File: src/rtl/mac_array_nxm_if.sv
// Bundle of weight-load, activation-stream and result signals for mac_array_nxm.
// The master modport drives weights and vectors; the slave modport is the array.
interface mac_array_nxm_if #(
  parameter int ROWS  = 4,
  parameter int COLS  = 4,
  parameter int DW    = 8,
  parameter int OUT_W = 16
);
  localparam int RW = (ROWS > 1) ? $clog2(ROWS) : 1;

  logic                    W_LOAD;
  logic [RW-1:0]           WROW;
  logic [COLS*DW-1:0]      WDATA;
  logic                    W_SWAP;
  logic                    IVALID;
  logic                    IREADY;
  logic [COLS*DW-1:0]      IDATA;
  logic                    SAT_EN;
  logic                    OVALID;
  logic [ROWS*OUT_W-1:0]   ODATA;
  logic                    BUSY;

  modport master (
    output W_LOAD, WROW, WDATA, W_SWAP, IVALID, IDATA, SAT_EN,
    input  IREADY, OVALID, ODATA, BUSY
  );

  modport slave (
    input  W_LOAD, WROW, WDATA, W_SWAP, IVALID, IDATA, SAT_EN,
    output IREADY, OVALID, ODATA, BUSY
  );
endinterface

File: src/rtl/mac_array_nxm.sv
// Weight-stationary ROWSxCOLS systolic MAC array computing y = W*a per vector, with
// internal skew/deskew, double-buffered weights, in-flight tracking and wrap/saturate output.
module mac_array_nxm #(
  parameter int ROWS  = 4,
  parameter int COLS  = 4,
  parameter int DW    = 8,
  parameter int OUT_W = 16
) (
  input logic             CLK,
  input logic             RSTN,
  mac_array_nxm_if.slave  bus
);

  localparam int ACC_W = 2 * DW + $clog2(COLS);
  localparam int L     = ROWS + COLS + 1;
  localparam int CNT_W = $clog2(L + 2);
  localparam int CV_W  = (ACC_W > OUT_W) ? ACC_W : OUT_W;

  localparam logic signed [CV_W-1:0] OMAX = {{(CV_W-OUT_W+1){1'b0}}, {(OUT_W-1){1'b1}}};
  localparam logic signed [CV_W-1:0] OMIN = {{(CV_W-OUT_W+1){1'b1}}, {(OUT_W-1){1'b0}}};

  typedef enum logic {ST_IDLE, ST_PENDING} swap_state_e;

  swap_state_e            state_q, state_d;
  logic [CNT_W-1:0]       cnt_q, cnt_d;
  logic                   accept;
  logic                   commit;
  logic                   row_ok;
  logic                   busy;

  logic signed [DW-1:0]   wsh_q  [ROWS][COLS];
  logic signed [DW-1:0]   wact_q [ROWS][COLS];
  logic signed [DW-1:0]   in_q   [COLS];
  logic [L-1:0]           vld_q;
  logic [L-1:0]           sat_q;
  logic                   ovalid_q;
  logic [ROWS*OUT_W-1:0]  odata_q;

  logic signed [DW-1:0]    act_w   [ROWS][COLS];
  logic signed [ACC_W-1:0] psum_w  [ROWS][COLS];
  logic signed [ACC_W-1:0] row_out [ROWS];

  assign busy       = (cnt_q != '0);
  assign bus.IREADY = (state_q == ST_IDLE);
  assign bus.BUSY   = busy;
  assign bus.OVALID = ovalid_q;
  assign bus.ODATA  = odata_q;
  assign accept     = bus.IVALID && (state_q == ST_IDLE);
  assign row_ok     = (int'(bus.WROW) < ROWS);

  // Swap handshake: a commit may only happen when no vector is in flight or entering.
  always_comb begin
    // NOTE: every output of this block gets a default first so no path can infer a latch.
    state_d = state_q;
    commit  = 1'b0;
    unique case (state_q)
      ST_IDLE: begin
        if (bus.W_SWAP) begin
          if (busy || accept) state_d = ST_PENDING;
          else                commit  = 1'b1;
        end
      end
      ST_PENDING: begin
        if (cnt_q == '0) begin
          commit  = 1'b1;
          state_d = ST_IDLE;
        end
      end
      default: state_d = ST_IDLE;
    endcase
  end

  always_comb begin
    cnt_d = cnt_q;
    unique case ({accept, ovalid_q})
      2'b10:   cnt_d = cnt_q + CNT_W'(1);
      2'b01:   cnt_d = cnt_q - CNT_W'(1);
      default: cnt_d = cnt_q;
    endcase
  end

  always_ff @(posedge CLK or negedge RSTN) begin
    if (!RSTN) begin
      state_q <= ST_IDLE;
      cnt_q   <= '0;
    end else begin
      state_q <= state_d;
      cnt_q   <= cnt_d;
    end
  end

  always_ff @(posedge CLK or negedge RSTN) begin
    // NOTE: both banks must read as zero straight out of reset, so they are flops with
    // an explicit reset rather than a RAM.
    if (!RSTN) begin
      for (int r = 0; r < ROWS; r++) begin
        for (int c = 0; c < COLS; c++) begin
          wsh_q[r][c]  <= '0;
          wact_q[r][c] <= '0;
        end
      end
    end else begin
      // NOTE: non-blocking assignment makes a commit copy the shadow bank as it was
      // before this edge, even when a W_LOAD writes the shadow on the same edge.
      if (commit) wact_q <= wsh_q;
      if (bus.W_LOAD && row_ok) begin
        for (int c = 0; c < COLS; c++) wsh_q[bus.WROW][c] <= bus.WDATA[(COLS-c)*DW-1 -: DW];
      end
    end
  end

  // Empty slots enter as zero activations; the token and mode bit ride a side chain.
  always_ff @(posedge CLK or negedge RSTN) begin
    if (!RSTN) begin
      for (int c = 0; c < COLS; c++) in_q[c] <= '0;
      vld_q <= '0;
      sat_q <= '0;
    end else begin
      for (int c = 0; c < COLS; c++) in_q[c] <= accept ? bus.IDATA[(COLS-c)*DW-1 -: DW] : '0;
      vld_q <= {vld_q[L-2:0], accept};
      sat_q <= {sat_q[L-2:0], accept & bus.SAT_EN};
    end
  end

  for (genvar c = 0; c < COLS; c++) begin : g_skew
    if (c == 0) begin : g_direct
      assign act_w[0][c] = in_q[c];
    end else begin : g_dly
      logic signed [DW-1:0] sk_q [c];
      always_ff @(posedge CLK or negedge RSTN) begin
        if (!RSTN) begin
          for (int k = 0; k < c; k++) sk_q[k] <= '0;
        end else begin
          sk_q[0] <= in_q[c];
          for (int k = 1; k < c; k++) sk_q[k] <= sk_q[k-1];
        end
      end
      assign act_w[0][c] = sk_q[c-1];
    end
  end

  for (genvar r = 0; r < ROWS; r++) begin : g_row
    for (genvar c = 0; c < COLS; c++) begin : g_pe
      logic signed [ACC_W-1:0] psum_q;
      logic signed [ACC_W-1:0] psum_in;
      logic signed [2*DW-1:0]  prod;

      if (c == 0) begin : g_first
        assign psum_in = '0;
      end else begin : g_chain
        assign psum_in = psum_w[r][c-1];
      end

      assign prod = (2*DW)'(act_w[r][c]) * (2*DW)'(wact_q[r][c]);

      always_ff @(posedge CLK or negedge RSTN) begin
        if (!RSTN) psum_q <= '0;
        else       psum_q <= psum_in + ACC_W'(prod);
      end
      assign psum_w[r][c] = psum_q;

      // The bottom row has nobody below it to pass activations to.
      if (r < ROWS - 1) begin : g_act
        logic signed [DW-1:0] act_q;
        always_ff @(posedge CLK or negedge RSTN) begin
          if (!RSTN) act_q <= '0;
          else       act_q <= act_w[r][c];
        end
        assign act_w[r+1][c] = act_q;
      end
    end

    // Row r finishes r cycles after row 0; delay so all rows line up one stage before ODATA.
    logic signed [ACC_W-1:0] dk_q [ROWS-r];
    always_ff @(posedge CLK or negedge RSTN) begin
      if (!RSTN) begin
        for (int k = 0; k < ROWS - r; k++) dk_q[k] <= '0;
      end else begin
        dk_q[0] <= psum_w[r][COLS-1];
        for (int k = 1; k < ROWS - r; k++) dk_q[k] <= dk_q[k-1];
      end
    end
    assign row_out[r] = dk_q[ROWS-r-1];
  end

  function automatic logic [OUT_W-1:0] convert(input logic signed [ACC_W-1:0] s,
                                               input logic sat);
    logic signed [CV_W-1:0] x;
    x = CV_W'(s);
    if (sat && (x > OMAX)) return OMAX[OUT_W-1:0];
    if (sat && (x < OMIN)) return OMIN[OUT_W-1:0];
    return x[OUT_W-1:0];
  endfunction

  always_ff @(posedge CLK or negedge RSTN) begin
    if (!RSTN) begin
      ovalid_q <= 1'b0;
      odata_q  <= '0;
    end else begin
      ovalid_q <= vld_q[L-1];
      if (vld_q[L-1]) begin
        for (int r = 0; r < ROWS; r++) begin
          odata_q[(ROWS-r)*OUT_W-1 -: OUT_W] <= convert(row_out[r], sat_q[L-1]);
        end
      end
    end
  end

endmodule

File: src/flat_wrapper.sv
// flat-port wrapper written by rule: the top's interface ports become plain ports
module mac_array_nxm_flat 
#(
  parameter int ROWS  = 4,
  parameter int COLS  = 4,
  parameter int DW    = 8,
  parameter int OUT_W = 16
)
  (CLK, RSTN, bus_W_LOAD, bus_WROW, bus_WDATA, bus_W_SWAP, bus_IVALID, bus_IDATA, bus_SAT_EN, bus_IREADY, bus_OVALID, bus_ODATA, bus_BUSY);
  mac_array_nxm_if #(.ROWS(ROWS), .COLS(COLS), .DW(DW), .OUT_W(OUT_W)) bus_i ();
  input logic CLK;
  input logic RSTN;
  input wire logic [$bits(bus_i.W_LOAD)-1:0] bus_W_LOAD;
  input wire logic [$bits(bus_i.WROW)-1:0] bus_WROW;
  input wire logic [$bits(bus_i.WDATA)-1:0] bus_WDATA;
  input wire logic [$bits(bus_i.W_SWAP)-1:0] bus_W_SWAP;
  input wire logic [$bits(bus_i.IVALID)-1:0] bus_IVALID;
  input wire logic [$bits(bus_i.IDATA)-1:0] bus_IDATA;
  input wire logic [$bits(bus_i.SAT_EN)-1:0] bus_SAT_EN;
  output wire logic [$bits(bus_i.IREADY)-1:0] bus_IREADY;
  output wire logic [$bits(bus_i.OVALID)-1:0] bus_OVALID;
  output wire logic [$bits(bus_i.ODATA)-1:0] bus_ODATA;
  output wire logic [$bits(bus_i.BUSY)-1:0] bus_BUSY;
  assign bus_i.W_LOAD = bus_W_LOAD;
  assign bus_i.WROW = bus_WROW;
  assign bus_i.WDATA = bus_WDATA;
  assign bus_i.W_SWAP = bus_W_SWAP;
  assign bus_i.IVALID = bus_IVALID;
  assign bus_i.IDATA = bus_IDATA;
  assign bus_i.SAT_EN = bus_SAT_EN;
  assign bus_IREADY = bus_i.IREADY;
  assign bus_OVALID = bus_i.OVALID;
  assign bus_ODATA = bus_i.ODATA;
  assign bus_BUSY = bus_i.BUSY;
  mac_array_nxm #(.ROWS(ROWS), .COLS(COLS), .DW(DW), .OUT_W(OUT_W)) u_core (.CLK(CLK), .RSTN(RSTN), .bus(bus_i));
endmodule
File: config.mk
export PLATFORM = sky130hd
export DESIGN_NAME = mac_array_nxm_flat
export DESIGN_NICKNAME = d
export VERILOG_FILES = /design/src/rtl/mac_array_nxm_if.sv /design/src/rtl/mac_array_nxm.sv /design/src/flat_wrapper.sv
export SDC_FILE = /design/constraint.sdc
export NUM_CORES = 2
export LEC_CHECK = 0
export ABC_CLOCK_PERIOD_IN_PS = 6890
export CAP_MARGIN = 10
export CORE_UTILIZATION = 50
export CTS_BUF_LIST = sky130_fd_sc_hd__clkbuf_16
export DETAILED_ROUTE_END_ITERATION = 8
export GPL_ROUTABILITY_DRIVEN = 1
export GPL_TIMING_DRIVEN = 0
export PLACE_DENSITY_LB_ADDON = 0.15
export SKIP_CTS_REPAIR_TIMING = 1
export SLEW_MARGIN = 20
export SYNTH_ARGS = -nofsm -noshare
export SYNTH_HDL_FRONTEND = slang
export SYNTH_SLANG_ARGS = --single-unit
export TNS_END_PERCENT = 100
File: constraint.sdc
create_clock -name CLK -period 6.89 [get_ports CLK]
set_input_delay 1.378 -clock CLK [delete_from_list [all_inputs] [get_ports CLK]]
set_output_delay 1.378 -clock CLK [all_outputs]
set_load 0.03 [all_outputs]
==> results.sh <==
export IMPL_status="complete, no violations"
export IMPL_htreeDepth=3
export IMPL_drc=0
export IMPL_synth_largest_area_cell="dfrtp_1"
export IMPL_grt_pass1_vias=47260
export IMPL_cp_required_ns=7.54
export IMPL_maxSlewHeadroom_pct=35.89
export IMPL_clk_latency_ns=0.73
export IMPL_synth_area_leaders="dfrtp_1 (32%), fa_1 (30%), ha_1 (10%)"
export IMPL_io_buffer_count=138
export IMPL_post_route_period_util_pct=84.86
export IMPL_io_pins=139
export IMPL_power_density_nw_per_um2=501.0
export IMPL_die_area_um2=154700
export IMPL_critPathMaxFanout=9
export IMPL_finalSetupViolations=0
export IMPL_clkTransAtPathRegs_ns=0.06
export IMPL_row_count=143
export IMPL_grt_setup_unrepaired="no"
export IMPL_endpoint="u_core.g_row[1].g_pe[1].psum_q[15]"
export IMPL_yosysUniqueCellTypes=65
export IMPL_worstMarginPinSlew_ns=0.9616
export IMPL_power_mw=42.25
export IMPL_max_freq_mhz=171.0
export IMPL_ff2ff_setup_slack_ns=1.04
export IMPL_ys_ff_latch=976
export IMPL_synth_nets=8481
export IMPL_clkSinkCount=976
export IMPL_layout_drive_gt1_share_pct=5.873
export IMPL_antenna_found_initial=4
export IMPL_holdCritPathClass="reg2reg"
export IMPL_cp_data_arrival_time_ns=6.50
export IMPL_reg2reg_depth=16
export IMPL_seq_area_frac_synth_pct=31.90
export IMPL_dr_pass1_iters=5
export IMPL_totalWireLength_mm=142.8
export IMPL_maxSlewViolCount=0
export IMPL_fin_ws_ns=1.043
export IMPL_finClkSkew_ns=0.02284
export IMPL_nNetsFinal=8737
export IMPL_drt_iter0_markers=1719
export IMPL_fin_tns_setup_ns=0
export IMPL_ys_flop_type="dfrtp_1"
export IMPL_final_antenna_net_count=0
export IMPL_highest_layer="met5"
export IMPL_startpoint="u_core.wact_q[80]"
export IMPL_pre_cts_slack_ns=1.053
export IMPL_syn_to_final_growth_pct=10.14
export IMPL_core_area_um2=151900
export IMPL_peakVddDrop_mv=0.3156
export IMPL_place_gp_congestion=0.8229
export IMPL_max_cap_violations=0
export IMPL_synth_cells=6633
export IMPL_grt_max_degree=142
export IMPL_cts_path_max_buffers=3
export IMPL_n_antenna_cell=0
export IMPL_layout_min_cycle_time_ns=5.847
export IMPL_synth_top_area_share_pct=31.90
export IMPL_vias=43660
export IMPL_r2r_end="u_core.g_row[1].g_pe[1].psum_q[15]"
export IMPL_cts_root_buf="clkbuf_16"
export IMPL_async_flop_share_pct=100.0
export IMPL_wl_met3_mm=4.045
export IMPL_cts_tree="done"
export IMPL_routed_via_density=4.846
export IMPL_yosys_warnings=0
export IMPL_dpl_hpwl_mm=117.9
export IMPL_grt_first_pass_wirelength_mm=244.0
export IMPL_cp_end_kind="flop"
export IMPL_m1WireLength_mm=66.48
export IMPL_worstReg2RegStart="u_core.wact_q[80]"
export IMPL_synth_avg_cell_area_um2=11.54
export IMPL_cts_buffers=108
export IMPL_cp_start_kind="flop"
export IMPL_synth_edf_count=0
export IMPL_fp_dieW_um=393.3
export IMPL_synth_area_um2=76560
export IMPL_grt_overflow_total=0
export IMPL_dpl_cell_area_um2=80710
export IMPL_initial_core_util_pct=50.40
export IMPL_avgRoutedWirePerCell_um=15.85
export IMPL_fp_dieH_um=393.3
export IMPL_p_leak_nw=43.44
export IMPL_critPathKind="reg2reg"
export IMPL_final_hold_violation_count=0
export IMPL_fin_area_um2=84330
export IMPL_track_usage_pct=19.45
export IMPL_dr_wl_met2_mm=69.09
-- layout by cell type (no fill, tap or decap), drive strengths merged, types with 98 or more instances in the layout --
cell type      Yosys  layout
clkbuf            64     172
nand2            449     449
xnor2            191     191
dfrtp            976     976
a21oi            126     126
fa              1165    1165
nor2             199     199
ha               611     611
mux2             265     265
and2             569     569
clkdlybuf4s50      0     137
inv             1360    1378
o21ai             98      98
-- layer usage --
metal / global-route usage (%) / vias to the layer above
li1: - / 20860
met1: 26.71 / 22190
met2: 32.78 / 443
met3: 2.773 / 165
met4: 4.429 / 6
met5: 0 / -
-- critical path, cell delays in order (launching register included) --
cell	delay [ns]
dfrtp_1	0.32
clkbuf_1	0.36
and2_1	0.51
inv_1	0.21
fa_1	0.52
inv_1	0.05
fa_1	0.50
fa_1	0.57
fa_1	0.43
fa_1	0.39
ha_1	0.35
o21ai_0	0.29
inv_1	0.10
a21oi_1	0.26
o21ai_0	0.18
or4b_2	0.65
nand3_1	0.08
-- report_power, final --
group | leakage, nW | internal [mW] | switching (mW)
sequential | 12.2 | 8.10 | 1.61
clock | 1.77 | 3.31 | 2.45
combinational | 29.5 | 12.2 | 14.6
-- flip-flops by register name, summed over array words and instances (netlist names) --
| name | flops |
|---|---|
| u_core.g_row.g_pe.psum_q | 276 |
| u_core.g_row.dk_q | 180 |
| u_core.g_skew.g_dly.sk_q | 32 |
| u_core.state_q | 1 |
| u_core.vld_q | 9 |
| u_core.in_q | 24 |
| u_core.sat_q | 9 |
| u_core.act_w | 24 |
| u_core.wsh_q | 128 |
| u_core.wact_q | 128 |
| u_core.bus.OVALID | 1 |
| u_core.cnt_q | 4 |
| u_core.g_row.g_pe.g_act.act_q | 96 |
| u_core.bus.ODATA | 64 |
-- cell usage after synthesis (all sizes together) (10+ instances only) --
cell type and number:
o22ai 46, nand3 12, a21o 57, a31oi 12, xnor2 191, ha 611
xor2 70, a211oi 29, nor2b 81, nand2 449, and2 569, mux2 265
o21a 28, o21ai 98, dfrtp 976, clkbuf 64, nor3 13, inv 1360
fa 1165, a21oi 126, nor2 199, buf 20, nand2b 42, o21bai 23
o211ai 10
-- metrics by stage --
stage,utilization [%],std cells,hold slack (ns)
2_1_floorplan,-,6633,0.3312
3_3_place_gp,52.98,8801,0.3317
3_5_place_dp,53.13,8809,0.3347
4_1_cts,55.51,9011,0.3320
5_1_grt,55.51,9011,0.3394
6_report,55.51,9011,0.3304
-- final cells by class --
cell class                      count  area [um2]
Timing Repair Buffer              146        1599
Inverter                         1363        5116
Clock buffer                      108        2703
Tap cell                         2030        2540
Multi-Input combinational cell   4210       46670
Fill cell                       13030       67580
Buffer                             84       357.8
Sequential cell                   976       24420
Clock inverter                     94       917.1
-- cell families (layout without fill, tap and decap cells) --
kind of cell	count (synthesis)	after routing	share of synthesized area (%)
compound gates	488	488	4.053
xor+xnor	261	261	2.986
fa+ha+maj	1776	1776	40.45
buf+inv	1447	1795	7.150
flops	976	976	31.90
mux	271	271	3.976
simple gates	1414	1414	9.490
-- worst min-delay path by stage --
stage	cells after the start	endpoint	startpoint
finish	0	u_core.act_w[111]	u_core.g_skew[2].g_dly.sk_q[15]
global route	0	u_core.act_w[111]	u_core.g_skew[2].g_dly.sk_q[15]
CTS	0	u_core.act_w[111]	u_core.g_skew[2].g_dly.sk_q[15]
detailed placement	0	u_core.act_w[111]	u_core.g_skew[2].g_dly.sk_q[15]
global placement	0	u_core.vld_q[7]	u_core.vld_q[6]
floorplan	0	u_core.act_w[100]	u_core.g_skew[3].g_dly.sk_q[12]
Note: power is estimated with default switching activity, not from simulation.
